[config.mk]
export PLATFORM = sky130hd
export DESIGN_NAME = inst_decode_queue
export DESIGN_NICKNAME = d
export VERILOG_FILES = /design/src/rtl/inst_decode_queue.sv
export SDC_FILE = /design/constraint.sdc
export NUM_CORES = 1
export LEC_CHECK = 0
export CAP_MARGIN = 20
export CORE_UTILIZATION = 40
export DETAILED_ROUTE_END_ITERATION = 8
export GPL_ROUTABILITY_DRIVEN = 0
export GPL_TIMING_DRIVEN = 0
export PLACE_DENSITY = 0.68
export SYNTH_ARGS = -nofsm -noshare
export SYNTH_HDL_FRONTEND = slang
export SYNTH_SLANG_ARGS = --single-unit
[constraint.sdc]
create_clock -name clk -period 9 [get_ports clk]
set_clock_uncertainty 0.15 [all_clocks]
set_input_delay 1.35 -clock clk [delete_from_list [all_inputs] [get_ports clk]]
set_output_delay 1.35 -clock clk [all_outputs]
set_load 0.02 [all_outputs]
[src/rtl/inst_decode_queue.sv]
`default_nettype none
// ============================================================================
// inst_decode_queue : fetch queue with combinational MIPS32 decode and dual issue
// Revision 1.0
// ============================================================================
module inst_decode_queue #(
    parameter int DEPTH   = 8,
    parameter int ISSUE_W = 2
) (
    input  logic                   clk,
    input  logic                   rst,
    input  logic [1:0]             in_valid,
    input  logic [63:0]            in_instr,
    input  logic [63:0]            in_pc,
    output logic                   in_ready,
    input  logic                   flush,
    input  logic                   out_ready,
    output logic [ISSUE_W-1:0]     out_valid,
    output logic [32*ISSUE_W-1:0]  out_instr,
    output logic [32*ISSUE_W-1:0]  out_pc,
    output logic [24*ISSUE_W-1:0]  out_ctrl,
    output logic [$clog2(DEPTH):0] count
);
    localparam int         AW       = $clog2(DEPTH);
    localparam logic [AW:0] CNT_ONE = (AW+1)'(1);
    localparam logic [AW:0] CNT_LIM = (AW+1)'(DEPTH - 2);

    localparam logic [3:0] ALU_ADD  = 4'd0,  ALU_SUB   = 4'd1,  ALU_AND  = 4'd2,  ALU_OR   = 4'd3;
    localparam logic [3:0] ALU_XOR  = 4'd4,  ALU_NOR   = 4'd5,  ALU_SLT  = 4'd6,  ALU_SLTU = 4'd7;
    localparam logic [3:0] ALU_SLL  = 4'd8,  ALU_SRL   = 4'd9,  ALU_SRA  = 4'd10, ALU_LUI  = 4'd11;
    localparam logic [3:0] ALU_MULT = 4'd12, ALU_MULTU = 4'd13, ALU_DIV  = 4'd14, ALU_DIVU = 4'd15;

    function automatic logic [23:0] decode(input logic [5:0] op, input logic [4:0] rs,
                                           input logic [4:0] rt, input logic [5:0] fn);
        logic [23:0] c;
        c = '0;
        case (op)
            6'h00: begin
                c[0] = 1'b1;  // most SPECIAL functs write rd; the rest clear it
                case (fn)
                    6'h00, 6'h04: c[10:7] = ALU_SLL;
                    6'h02, 6'h06: c[10:7] = ALU_SRL;
                    6'h03, 6'h07: c[10:7] = ALU_SRA;
                    6'h08:        begin c[0] = 1'b0; c[22] = 1'b1; end
                    6'h09:        c[22] = 1'b1;
                    6'h0c:        begin c[0] = 1'b0; c[16] = 1'b1; end
                    6'h0d:        begin c[0] = 1'b0; c[15] = 1'b1; end
                    6'h10, 6'h12: c[20] = 1'b1;
                    6'h11, 6'h13: c[0] = 1'b0;
                    6'h18:        begin c[0] = 1'b0; c[10:7] = ALU_MULT;  end
                    6'h19:        begin c[0] = 1'b0; c[10:7] = ALU_MULTU; end
                    6'h1a:        begin c[0] = 1'b0; c[10:7] = ALU_DIV;   end
                    6'h1b:        begin c[0] = 1'b0; c[10:7] = ALU_DIVU;  end
                    6'h20, 6'h21: c[10:7] = ALU_ADD;
                    6'h22, 6'h23: c[10:7] = ALU_SUB;
                    6'h24:        c[10:7] = ALU_AND;
                    6'h25:        c[10:7] = ALU_OR;
                    6'h26:        c[10:7] = ALU_XOR;
                    6'h27:        c[10:7] = ALU_NOR;
                    6'h2a:        c[10:7] = ALU_SLT;
                    6'h2b:        c[10:7] = ALU_SLTU;
                    default:      begin c[0] = 1'b0; c[14] = 1'b1; end
                endcase
            end
            6'h01: begin
                c[13:11] = 3'b101;
                case (rt)
                    5'h00:   c[23] = 1'b1;
                    5'h01:   begin c[23] = 1'b1; c[13:11] = 3'b110; end
                    5'h10:   begin c[23] = 1'b1; c[0] = 1'b1; c[2:1] = 2'b10; end
                    5'h11:   begin c[23] = 1'b1; c[0] = 1'b1; c[2:1] = 2'b10; c[13:11] = 3'b110; end
                    default: c[14] = 1'b1;
                endcase
            end
            6'h02: c[22] = 1'b1;
            6'h03: begin c[22] = 1'b1; c[0] = 1'b1; c[2:1] = 2'b10; end
            6'h04: begin c[23] = 1'b1; c[13:11] = 3'b001; c[10:7] = ALU_SUB; end
            6'h05: begin c[23] = 1'b1; c[13:11] = 3'b010; c[10:7] = ALU_SUB; end
            6'h06: begin c[23] = 1'b1; c[13:11] = 3'b011; end
            6'h07: begin c[23] = 1'b1; c[13:11] = 3'b100; end
            6'h08, 6'h09, 6'h0a, 6'h0b, 6'h0c, 6'h0d, 6'h0e, 6'h0f: begin
                c[0] = 1'b1; c[2:1] = 2'b01; c[3] = 1'b1;
                c[21] = (op[5:2] == 4'b0010);
                case (op[2:0])
                    3'd0, 3'd1: c[10:7] = ALU_ADD;
                    3'd2:       c[10:7] = ALU_SLT;
                    3'd3:       c[10:7] = ALU_SLTU;
                    3'd4:       c[10:7] = ALU_AND;
                    3'd5:       c[10:7] = ALU_OR;
                    3'd6:       c[10:7] = ALU_XOR;
                    default:    c[10:7] = ALU_LUI;
                endcase
            end
            6'h10: begin
                case (rs)
                    5'h00:   begin c[0] = 1'b1; c[2:1] = 2'b01; c[19] = 1'b1; end
                    5'h04:   c[18] = 1'b1;
                    5'h10:   if (fn == 6'h18) c[17] = 1'b1; else c[14] = 1'b1;
                    default: c[14] = 1'b1;
                endcase
            end
            6'h20, 6'h21, 6'h23, 6'h24, 6'h25: begin
                c[0] = 1'b1; c[2:1] = 2'b01; c[3] = 1'b1; c[4] = 1'b1; c[6] = 1'b1; c[21] = 1'b1;
                c[10:7] = ALU_ADD;
            end
            6'h28, 6'h29, 6'h2b: begin
                c[3] = 1'b1; c[5] = 1'b1; c[21] = 1'b1; c[10:7] = ALU_ADD;
            end
            default: c[14] = 1'b1;
        endcase
        return c;
    endfunction

    function automatic logic reads_rt(input logic [5:0] op, input logic [4:0] rs);
        return (op == 6'h00) || (op == 6'h04) || (op == 6'h05) ||
               (op[5:3] == 3'b101) || ((op == 6'h10) && (rs == 5'h04));
    endfunction

    function automatic logic [4:0] dest_reg(input logic [1:0] regdst, input logic [4:0] rt,
                                            input logic [4:0] rd);
        case (regdst)
            2'b00:   return rd;
            2'b01:   return rt;
            default: return 5'd31;
        endcase
    endfunction

    logic [31:0]   instr_mem [DEPTH];
    logic [31:0]   pc_mem    [DEPTH];
    logic [AW-1:0] wr_ptr, rd_ptr, wr_ptr1, rd_ptr1;
    logic [1:0]    push_n, pop_n;
    logic [31:0]   instr0, pc0;
    logic [23:0]   ctrl0;
    logic          has1;

    assign in_ready = (count <= CNT_LIM);
    assign push_n   = in_ready ? ({1'b0, in_valid[1]} + {1'b0, in_valid[0]}) : 2'd0;
    assign wr_ptr1  = wr_ptr + AW'(1);
    assign rd_ptr1  = rd_ptr + AW'(1);
    assign has1     = (count != '0) && !flush;

    always_comb begin
        instr0 = instr_mem[rd_ptr];
        pc0    = pc_mem[rd_ptr];
        ctrl0  = decode(instr0[31:26], instr0[25:21], instr0[20:16], instr0[5:0]);
    end

    always_ff @(posedge clk or posedge rst) begin
        if (rst) begin
            wr_ptr <= '0;
            rd_ptr <= '0;
            count  <= '0;
        end else if (flush) begin
            wr_ptr <= '0;
            rd_ptr <= '0;
            count  <= '0;
        end else begin
            wr_ptr <= wr_ptr + AW'(push_n);
            rd_ptr <= rd_ptr + AW'(pop_n);
            count  <= count + (AW+1)'(push_n) - (AW+1)'(pop_n);
        end
    end

    // Storage is not reset; pointers and count alone define what is live.
    always_ff @(posedge clk) begin
        if (!flush && in_ready) begin
            if (in_valid[0]) begin
                instr_mem[wr_ptr] <= in_instr[31:0];
                pc_mem[wr_ptr]    <= in_pc[31:0];
            end
            if (in_valid[1]) begin
                instr_mem[wr_ptr1] <= in_instr[63:32];
                pc_mem[wr_ptr1]    <= in_pc[63:32];
            end
        end
    end

    generate
        if (ISSUE_W == 2) begin : g_dual
            logic [31:0] instr1, pc1;
            logic [23:0] ctrl1;
            logic [4:0]  dst0;
            logic        raw, pair_ok;

            always_comb begin
                instr1  = instr_mem[rd_ptr1];
                pc1     = pc_mem[rd_ptr1];
                ctrl1   = decode(instr1[31:26], instr1[25:21], instr1[20:16], instr1[5:0]);
                dst0    = dest_reg(ctrl0[2:1], instr0[20:16], instr0[15:11]);
                raw     = ctrl0[0] && (dst0 != 5'd0) &&
                          ((dst0 == instr1[25:21]) ||
                           (reads_rt(instr1[31:26], instr1[25:21]) && (dst0 == instr1[20:16])));
                pair_ok = !(ctrl1[22] || ctrl1[23]) &&
                          !((ctrl0[4] || ctrl0[5]) && (ctrl1[4] || ctrl1[5])) &&
                          !(|ctrl0[20:14]) && !(|ctrl1[20:14]) && !raw;
            end

            assign out_valid = {has1 && (count > CNT_ONE) && pair_ok, has1};
            assign out_instr = {instr1, instr0};
            assign out_pc    = {pc1, pc0};
            assign out_ctrl  = {ctrl1, ctrl0};
            assign pop_n     = out_ready ? ({1'b0, out_valid[1]} + {1'b0, out_valid[0]}) : 2'd0;
        end else begin : g_single
            assign out_valid = has1;
            assign out_instr = instr0;
            assign out_pc    = pc0;
            assign out_ctrl  = ctrl0;
            assign pop_n     = out_ready ? {1'b0, has1} : 2'd0;
        end
    endgenerate
endmodule
`default_nettype wire

==> metrics.cfg <==
[sta]
hold_violations = 0
finalCriticalPeriod_ps = 7800
drv_slew = 0
finalSetupViolCount = 0
fin_ws_ps = 1200
worst_slew_pin_slew_ps = 1220
grt_setup_unrepaired = false
relSlewSlack_pct = 18.7
worst_hold_slack_ps = 575
fin_crit_sh_pct = 86.7
fmax_mhz = 128

[cts]
cts_tree = yes
clk_pin_slew_ps = 60
hold_buffers = 0
clk_path_buf_depth = 3
h-tree-depth = 2
numCtsBuffers = 57
postCtsSetupRepairBufs = 0
cts_resized = 0
clockRootBuffer = clkbuf_16
numClockSinks = 522
clk_latency_ps = 640

[grt]
grt_max_degree = 41
track_usage_pct = 26.7
gr-total-overflow = 0
grt_pass1_wl_mm = 157
grt_pass1_vias = 22300
grt_antenna_before_repair = 19

[synthesis]
synth_cell_type_count = 74
synth_flop_cell = edfxtp_1
syn_nets = 2121
synth_top_cell_by_area = edfxtp_1
ys_seq_elements = 522
yosysSeqAreaShare_pct = 49.1
synth_warnings = 0
synth_top_cell_area_share_pct = 48.3
async_flop_share_pct = 1.92
syn_area_um2 = 31800
avgSynthCellArea_um2 = 16.1
synth_cells = 1971
synth_edf_count = 512
synth_area_leaders = edfxtp_1 48%, mux2_2 22%, mux4_2 17%

[layout]
seq_area_um2 = 15600
syn2layout_area_growth_pct = 22.7
fin_nets = 2539
fin_cells = 3488
drive_above_1_share_pct = 43.9
multi_input_area_um2 = 15400
nFillCells = 6659

[worst_setup_path]
cp.depth = 11
crit_buf_inv = 8
critPathSlowestCell = buf_1
cp-end-kind = output port
reg2reg_depth = 20
critical-path-max-stage-delay_ps = 810
path_class = reg -> out
cp_top_family = buffers and inverters
cp_data_required_time_ps = 7500
crit_arrival_ps = 6300
crit_path_frequent_cell = buf_2
crit_path_cell_trace = ha_1 -> buf_6 -> buf_4 -> buf_2 -> buf_2 -> buf_2 -> clkbuf_1 -> buf_1 -> mux4_2 -> mux2_2 -> clkdlybuf4s50_1
startpoint_type = register
cp_max_fo = 10

[routing]
drt-initial-drc-count = 2375
routed_wl_mm = 109
drc = 0
wire_per_inst_um = 31.3
firstDrtPassIters = 7
via_per_inst = 6.23
vias = 21700
detail-route-antenna-nets = 0

[min_path]
holdPathStages = 2
hold_class = reg -> reg

[floorplan]
start_util_pct = 40.3
die_h_um = 284
core_area_um2 = 78900
die_area_um2 = 80600
ioPinCount = 317
row_count = 103
die_w_um = 284

[place]
dp.cells = 3374
pre_cts_slack_ps = 1880
place_hpwl_mm = 77.8
numPortBuffers = 316

[run]
cap_violations = 0

[power_and_ir_drop]
ir_drop_mv = 0.220
leakagePower_uw = 0.0125
p_per_area_nw_per_um2 = 261

[outcome]
status = finished, final reports clean

## metrics by stage
| stage | total power [uW] | utilization [%] | instance area [um^2] | TNS, ps |
|---|---|---|---|---|
| 2_1_floorplan | 5980 | - | 31800 | 0 |
| 6_report | 10200 | 49.5 | 39000 | 0 |
| 3_3_place_gp | 7760 | 46.0 | 36300 | -1441960 |
| 5_1_grt | 10500 | 49.5 | 39000 | 0 |
| 4_1_cts | 10200 | 49.4 | 38900 | 0 |
| 3_5_place_dp | 7860 | 47.1 | 37100 | 0 |
## per-layer routing
metal	share of wire [%]	wire length (um)	track usage (%)
met1	37	41000	34.1
met2	49	53500	44.5
met3	10	11000	6.13
met4	3.3	3600	9.30
met5	0.17	190	0
## logic make-up after synthesis
kind of cell | after synthesis | share of synthesized area (%)
muxes | 908 | 41.1
adders and majority gates | 16 | 0.724
buffers and inverters | 182 | 2.69
DFF | 522 | 49.1
AOI/OAI and AO/OA | 98 | 2.11
xor gates and xnor gates | 23 | 0.657
and+or+nand+nor | 222 | 3.54
## cell usage after synthesis (15+ instances only)
library cell	count
nand2_1	61
buf_2	28
mux2i_1	26
clkbuf_1	79
o21ai_0	18
nand2b_1	20
xnor2_1	18
inv_1	34
nor2_1	50
mux2_2	622
edfxtp_1	512
a21oi_1	20
nand3_1	15
mux4_2	244
## worst paths after layout
kind | start | end | slack, ps
min in group asynchronous | rst | wr_ptr[1]$_DFF_PP0_ | 950
max reg2reg | rd_ptr[1]$_DFF_PP0_ | count[2]$_DFF_PP0_ | 2240
max in group asynchronous | rst | wr_ptr[2]$_DFF_PP0_ | 7380
min reg2reg | count[0]$_DFF_PP0_ | count[0]$_DFF_PP0_ | 570
min | count[0]$_DFF_PP0_ | count[0]$_DFF_PP0_ | 570
max | rd_ptr[1]$_DFF_PP0_ | out_pc[32] | 1200
## layout by cell type (no fill, tap or decap), drive strengths merged, types with 27 or more instances in the layout
| master | count |
|---|---|
| mux4 | 252 |
| clkbuf | 147 |
| buf | 105 |
| edfxtp | 512 |
| mux2 | 623 |
| clkinv | 27 |
| inv | 40 |
| nand2 | 61 |
| nor2 | 51 |
| mux2i | 33 |
| clkdlybuf4s50 | 316 |
## registers in the layout, indices dropped and copies added, names as in the netlist
signal	flops
rd_ptr	3
instr_mem	256
pc_mem	256
count	4
wr_ptr	3
## layout make-up
class	instances	share of cell area [%]
clock inverter	34	0.859
buffer	141	1.79
multi-input combinational	1267	39.5
tap	1050	3.37
timing repair buffer	359	10.3
clock buffer	68	3.76
sequential	522	40.0
inverter	41	0.394
antenna	6	0.0385
## tightest hold or removal path, stage by stage, from the launching register on
cell and delay [ps]:
dfrtp_1 420, ha_1 150, nor2b_1 110
## power breakdown
part	internal, uW	switching [uW]	total (uW)
sequential	2970	106	3070
clock	1330	992	2320
combinational	2190	2590	4790
No activity file was read; power rests on OpenSTA's default activity.
